### src/rtl/cascade_count_pkg.sv
// -----------------------------------------------------------------------------
// cascade_count_pkg
//   Shared types and helpers for the cascaded modulo counter.
//   - dir_e     : count direction encoding (matches the i_dir pin level)
//   - MAX_STAGE : largest supported number of cascaded stages
//   - max_mod() : pairwise maximum, folded over the modulus list to size W
// -----------------------------------------------------------------------------
package cascade_count_pkg;

  typedef enum logic {
    DIR_UP   = 1'b0,
    DIR_DOWN = 1'b1
  } dir_e;

  localparam int MAX_STAGE = 8;

  function automatic int max_mod(input int a, input int b);
    int m;
    if (a > b) begin
      m = a;
    end else begin
      m = b;
    end
    return m;
  endfunction

endpackage

### src/rtl/cascade_count_stage.sv
// -----------------------------------------------------------------------------
// count_stage
//   One modulo-MODV up/down digit of the cascade.
//   Ports:
//     clk, areset_n  clock and asynchronous active-low reset
//     i_sclr         synchronous clear (highest priority)
//     i_load         synchronous load of i_load_val, clamped to MODV-1
//     i_load_val     W-bit load value for this stage
//     i_step         advance one position in direction i_dir
//     i_dir          0 = up, 1 = down
//     o_val          registered stage value
//     o_term         stage sits at its terminal value for the current i_dir
// -----------------------------------------------------------------------------
module count_stage
  import cascade_count_pkg::*;
#(
  parameter int MODV = 10,
  parameter int W    = 4
) (
  input  logic         clk,
  input  logic         areset_n,
  input  logic         i_sclr,
  input  logic         i_load,
  input  logic [W-1:0] i_load_val,
  input  logic         i_step,
  input  logic         i_dir,
  output logic [W-1:0] o_val,
  output logic         o_term
);

  // Terminal value in up direction, evaluated in the stage's own width.
  localparam logic [W-1:0] TOP_V = W'(MODV - 1);

  logic [W-1:0] val_r;
  logic [W-1:0] load_clamp_s;
  logic         term_s;
  dir_e         dir_s;

  assign dir_s = dir_e'(i_dir);

  // Terminal detect for the direction requested this cycle.
  always_comb begin
    term_s = 1'b0;
    case (dir_s)
      DIR_UP:   term_s = (val_r == TOP_V);
      DIR_DOWN: term_s = (val_r == {W{1'b0}});
      default:  term_s = 1'b0;
    endcase
  end

  // Out-of-range load fields saturate to the highest legal digit.
  always_comb begin
    load_clamp_s = i_load_val;
    if (i_load_val > TOP_V) begin
      load_clamp_s = TOP_V;
    end else begin
      load_clamp_s = i_load_val;
    end
  end

  // Digit register: clear > load > step; wraps at either end of the range.
  always_ff @(posedge clk or negedge areset_n) begin
    if (!areset_n) begin
      val_r <= {W{1'b0}};
    end else if (i_sclr) begin
      val_r <= {W{1'b0}};
    end else if (i_load) begin
      val_r <= load_clamp_s;
    end else if (i_step) begin
      case (dir_s)
        DIR_UP:   val_r <= term_s ? {W{1'b0}} : (val_r + {{(W-1){1'b0}}, 1'b1});
        DIR_DOWN: val_r <= term_s ? TOP_V : (val_r - {{(W-1){1'b0}}, 1'b1});
        default:  val_r <= val_r;
      endcase
    end else begin
      val_r <= val_r;
    end
  end

  assign o_val  = val_r;
  assign o_term = term_s;

endmodule

### src/rtl/cascade_count.sv
// -----------------------------------------------------------------------------
// cascade_count
//   NSTAGE cascaded modulo counters (stage 0 least significant), each with its
//   own modulus, ripple-carry enabled, with direction, parallel load and
//   wrap (SAT=0) or saturate (SAT=1) behaviour at the chain terminal count.
//   Ports:
//     clk, areset_n  clock and asynchronous active-low reset
//     i_sclr         synchronous clear of all stages and o_wrap
//     i_enable       count request for stage 0
//     i_dir          0 = up, 1 = down
//     i_load         synchronous parallel load (clamped per stage)
//     i_load_val     load value, field k = [k*W +: W]
//     o_val          registered count, field k = stage k
//     o_tc           combinational terminal count of the whole chain
//     o_wrap         registered pulse: chain wrapped, or step blocked when SAT=1
// -----------------------------------------------------------------------------
module cascade_count
  import cascade_count_pkg::*;
#(
  parameter int NSTAGE = 4,
  parameter int MOD [NSTAGE-1:0] = '{6, 10, 6, 10},
  parameter int SAT = 0,
  // Largest modulus; indices beyond NSTAGE fold back onto stage 0.
  localparam int MOD_MAX = max_mod(
      max_mod(max_mod(MOD[0], MOD[(NSTAGE > 32'd1) ? 32'd1 : 32'd0]),
              max_mod(MOD[(NSTAGE > 32'd2) ? 32'd2 : 32'd0],
                      MOD[(NSTAGE > 32'd3) ? 32'd3 : 32'd0])),
      max_mod(max_mod(MOD[(NSTAGE > 32'd4) ? 32'd4 : 32'd0],
                      MOD[(NSTAGE > 32'd5) ? 32'd5 : 32'd0]),
              max_mod(MOD[(NSTAGE > 32'd6) ? 32'd6 : 32'd0],
                      MOD[(NSTAGE > 32'd7) ? 32'd7 : 32'd0]))),
  localparam int W = $clog2(MOD_MAX)
) (
  input  logic                clk,
  input  logic                areset_n,
  input  logic                i_sclr,
  input  logic                i_enable,
  input  logic                i_dir,
  input  logic                i_load,
  input  logic [NSTAGE*W-1:0] i_load_val,
  output logic [NSTAGE*W-1:0] o_val,
  output logic                o_tc,
  output logic                o_wrap
);

  logic [NSTAGE-1:0] term_s;
  logic [NSTAGE-1:0] en_s;
  logic [NSTAGE-1:0] step_s;
  logic              tc_s;
  logic              block_s;
  logic              wrap_r;

  // Ripple enable: a stage steps only when every lower stage is terminal.
  always_comb begin
    logic carry_s;
    en_s    = {NSTAGE{1'b0}};
    carry_s = i_enable;
    for (int k = 0; k < NSTAGE; k++) begin
      en_s[k] = carry_s;
      carry_s = carry_s & term_s[k];
    end
  end

  assign tc_s = &term_s;

  // In saturate mode a step out of the terminal count is suppressed entirely.
  assign block_s = (SAT != 0) & i_enable & tc_s;
  assign step_s  = en_s & {NSTAGE{~block_s}};

  for (genvar g = 0; g < NSTAGE; g++) begin : g_stage
    count_stage #(
      .MODV (MOD[g]),
      .W    (W)
    ) u_stage (
      .clk        (clk),
      .areset_n   (areset_n),
      .i_sclr     (i_sclr),
      .i_load     (i_load),
      .i_load_val (i_load_val[g*W +: W]),
      .i_step     (step_s[g]),
      .i_dir      (i_dir),
      .o_val      (o_val[g*W +: W]),
      .o_term     (term_s[g])
    );
  end

  // Wrap/blocked pulse; the same condition covers both SAT modes.
  always_ff @(posedge clk or negedge areset_n) begin
    if (!areset_n) begin
      wrap_r <= 1'b0;
    end else if (i_sclr || i_load) begin
      wrap_r <= 1'b0;
    end else begin
      wrap_r <= i_enable & tc_s;
    end
  end

  assign o_tc   = tc_s;
  assign o_wrap = wrap_r;

endmodule

### config.mk
export PLATFORM = sky130hd
export DESIGN_NAME = cascade_count
export DESIGN_NICKNAME = d
export VERILOG_FILES = /design/src/rtl/cascade_count_pkg.sv /design/src/rtl/cascade_count_stage.sv /design/src/rtl/cascade_count.sv
export SDC_FILE = /design/constraint.sdc
export NUM_CORES = 1
export LEC_CHECK = 0
export CAP_MARGIN = 20
export CORE_ASPECT_RATIO = 1.25
export CORE_MARGIN = 4
export CORE_UTILIZATION = 45
export CTS_BUF_LIST = sky130_fd_sc_hd__clkbuf_8 sky130_fd_sc_hd__clkbuf_16
export DETAILED_ROUTE_END_ITERATION = 6
export PLACE_DENSITY_LB_ADDON = 0.05
export SLEW_MARGIN = 20
export SYNTH_ARGS = -nofsm -noshare
export SYNTH_HDL_FRONTEND = slang
export SYNTH_SLANG_ARGS = --single-unit
export TNS_END_PERCENT = 20
### constraint.sdc
create_clock -name clk -period 4.58 [get_ports clk]
set_input_delay 0.687 -clock clk [delete_from_list [all_inputs] [get_ports clk]]
set_output_delay 0.687 -clock clk [all_outputs]
set_load 0.03 [all_outputs]
==> flow_summary.toml <==
[outcome]
outcome = "finished, final reports clean"

[timing]
hold_violations = 0
post-route-period-util_pct = 83.7
timing.setup.tns_ns = 0
fin_worst_skew_ns = 0.00710
setup_violations = 0
drv_slew = 0
fin_ws_ns = 0.745
rsz0062_at_grt = "no"
fmax_mhz = 261
period_needed_ns = 3.83
slew-limit-headroom_pct = 44.0
worst_pin_slew_ns = 0.837

[grt]
grt-ovfl-total = 0
grt_pass1_wl_mm = 8.10
grt_max_degree = 23
grt_pass1_vias = 1753
antenna_found_initial = 0
track_usage_pct = 19.6

[floorplan]
die_x_um = 64.4
rows = 25
start_util_pct = 46.9
chipHeight_um = 78.5
die_area_sq_mm = 0.00505
pin_count = 40
core-area_sq_mm = 0.00382

[place]
place_congestion = 0.836
dp_slack_ns = 0.734
io_buffer_count = 39
dp_hpwl_mm = 3.50

[clock_network]
ctsHoldBuffers = 0
ctsResizeCount = 0
clk_latency_ns = 0.26
clk_transition_reported_paths_ns = 0.08
clockBufferDepth = 2
cts_buffers = 3
root_buffer = "clkbuf_8"
cts_tree = "yes"
htree_levels = 1
post-cts-setup-buffers = 0
cts.sinks = 17

[synthesis]
synthArstFlopShare_pct = 100
seq_area_frac_synth_pct = 23.8
synth_cells = 201
yosysWarnings = 0
synth.distinct_cells = 64
synth_top_area_share_pct = 23.8
synth_seq_cells = 17
synth_area_leader_cell = "dfrtp_1"
synth_edf_count = 0
netlist_top_cells_area = "dfrtp_1 24%, ha_1 8.4%, mux2i_1 3.4%, inv_1 2.9%, a2111oi_0 2.9%"
syn_avg_cell_area_sq_um = 8.90
ys.flop_type = "dfrtp_1"
syn_nets = 235
syn_area_sq_mm = 0.00179

[final_layout]
final_cell_mix = "39 x clkdlybuf4s50_1, 17 x dfrtp_1, 15 x inv_1"
seqCellArea_sq_um = 425
drive_gt1_share_pct = 7.76
final_net_count = 267
fill_cells = 361
synthToLayoutAreaGrowth_pct = 24.4
layout_commonest_cell = "clkdlybuf4s50_1"
n_antenna_cell = 0
multiInputGateArea_sq_mm = 0.00123
utilization_pct = 58.3

[setup_path]
path_cells = "clkdlybuf4s50_1 -> and4bb_1 -> a31o_1 -> o21ai_0 -> nor3_1 -> clkdlybuf4s50_1"
end_kind = "primary output"
cp_data_required_time_ns = 3.89
critPathBufInv = 2
startpoint_type = "input port"
worst_path_max_delay_cell = "clkdlybuf4s50_1"
max_stage_delay_ns = 0.83
path_max_fanout = 14
cp.arrival_ns = 3.15
cpMostUsedCell = "clkdlybuf4s50_1"
crit_family = "buffers and inverters"
path_class = "in2out"

[power_and_ir_drop]
p_comb_share_pct = 40.3
p_per_area_mw_per_mm2 = 230
p_int_w = 0.000317
total_power_w = 0.000511
max-vdd-ir-drop_uv = 131
pwr-share-seq_pct = 36.9
p_sw_w = 0.000194
clkPwrFrac_pct = 22.8
p_leak_nw = 0.833
swShare_pct = 37.9

[route]
remaining_drc_errors = 0
routed_wl_mm = 4.78
wl_per_cell_um = 16.7
viasPerCell = 6.03
dr.pass1.iters = 4
drt_iter0_drc = 85
num_vias = 1726
ant_nets = 0

[hold_path]
hold_class = "reg2reg"

[job]
maxCapViolCount = 0
==> per-layer routing <==
metal	GRT usage (%)	share of wire, %	vias up	wire length [um]
met5	0	0	-	0
met4	6.34	1.3	0	62
met3	2.72	4.8	7	232
met2	36.2	51	45	2450
met1	22.8	43	843	2040
li1	-	-	831	-
==> Yosys cell counts (3+ instances only) <==
master     number
mux2i_1         6
nand3b_1        3
clkbuf_1        7
buf_2           3
nor4_1          4
o221ai_1        3
nor3_1          4
nor3b_1         3
and2_1          4
o21bai_1        3
inv_1          14
a211oi_1        5
xor2_1          3
nand2_1         9
a221oi_1        3
ha_1           12
a31oi_1         4
buf_6           3
nor2_1         11
dfrtp_1        17
o21ai_0         7
a21oi_1        10
a2111oi_0       6
nor2b_1         3
nand2b_1        5
==> power by group through the flow <==
stage / Sequential [W] / Combinational (W) / Clock [W]
after floorplan: 0.000200 / 0.000126 / 0
after global placement: 0.000190 / 0.000203 / 0
after detailed placement: 0.000191 / 0.000205 / 0
after CTS: 0.000188 / 0.000206 / 0.000122
after global routing: 0.000192 / 0.000224 / 0.000126
final: 0.000189 / 0.000206 / 0.000117
==> tightest hold or removal path, delay by kind of cell (launching register included) <==
kind            cells  cell delay, ns
flops               1            0.44
compound gates      1            0.08
simple gates        1            0.08
==> final timing paths <==
| path | slack (ns) | from | depth (start not counted) | endpoint |
|---|---|---|---|---|
| worst max-delay path | 0.75 | i_dir | 6 | o_tc |
| worst min-delay path | 0.63 | g_stage[1].u_stage.o_val[1]$_DFFE_PN0P_ | 2 | g_stage[1].u_stage.o_val[1]$_DFFE_PN0P_ |
| worst max register to register | 2.33 | g_stage[2].u_stage.o_val[0]$_DFFE_PN0P_ | 5 | g_stage[2].u_stage.o_val[0]$_DFFE_PN0P_ |
| worst min register to register | 0.63 | g_stage[1].u_stage.o_val[1]$_DFFE_PN0P_ | 2 | g_stage[1].u_stage.o_val[1]$_DFFE_PN0P_ |
| max in group asynchronous | 3.16 | areset_n | 1 | g_stage[0].u_stage.o_val[0]$_DFFE_PN0P_ |
| min in group asynchronous | 0.90 | areset_n | 1 | g_stage[2].u_stage.o_val[1]$_DFFE_PN0P_ |
==> cells by family after synthesis <==
family	count (synthesis)	synth area share [%]
AOI/OAI and AO/OA	63	28.1
xor gates and xnor gates	5	2.45
adders and majority gates	12	8.40
buffers and inverters	28	7.49
DFF	17	23.8
muxes	8	4.62
and+or+nand+nor	68	25.1
==> state kept, by name, indices dropped and copies added (netlist names) <==
name	count
g_stage.u_stage.o_val	16
o_wrap	1
==> through the flow <==
stage	cell area, sq um	hold WS [ns]	std cells
after CTS	2220	0.637	286
final	2220	0.635	286
after global placement	2180	0.626	282
after detailed placement	2180	0.620	282
after global routing	2220	0.656	286
after floorplan	1790	0.391	201
==> area by class of cell <==
cell class	instances	area share (%)
clock buffer	3	1.86
clock inverter	1	0.169
inverter	15	2.64
multi-input combinational	156	55.3
sequential	17	19.1
tap	54	3.04
timing repair buffer	40	17.9
Note: power is estimated with default switching activity, not from simulation.
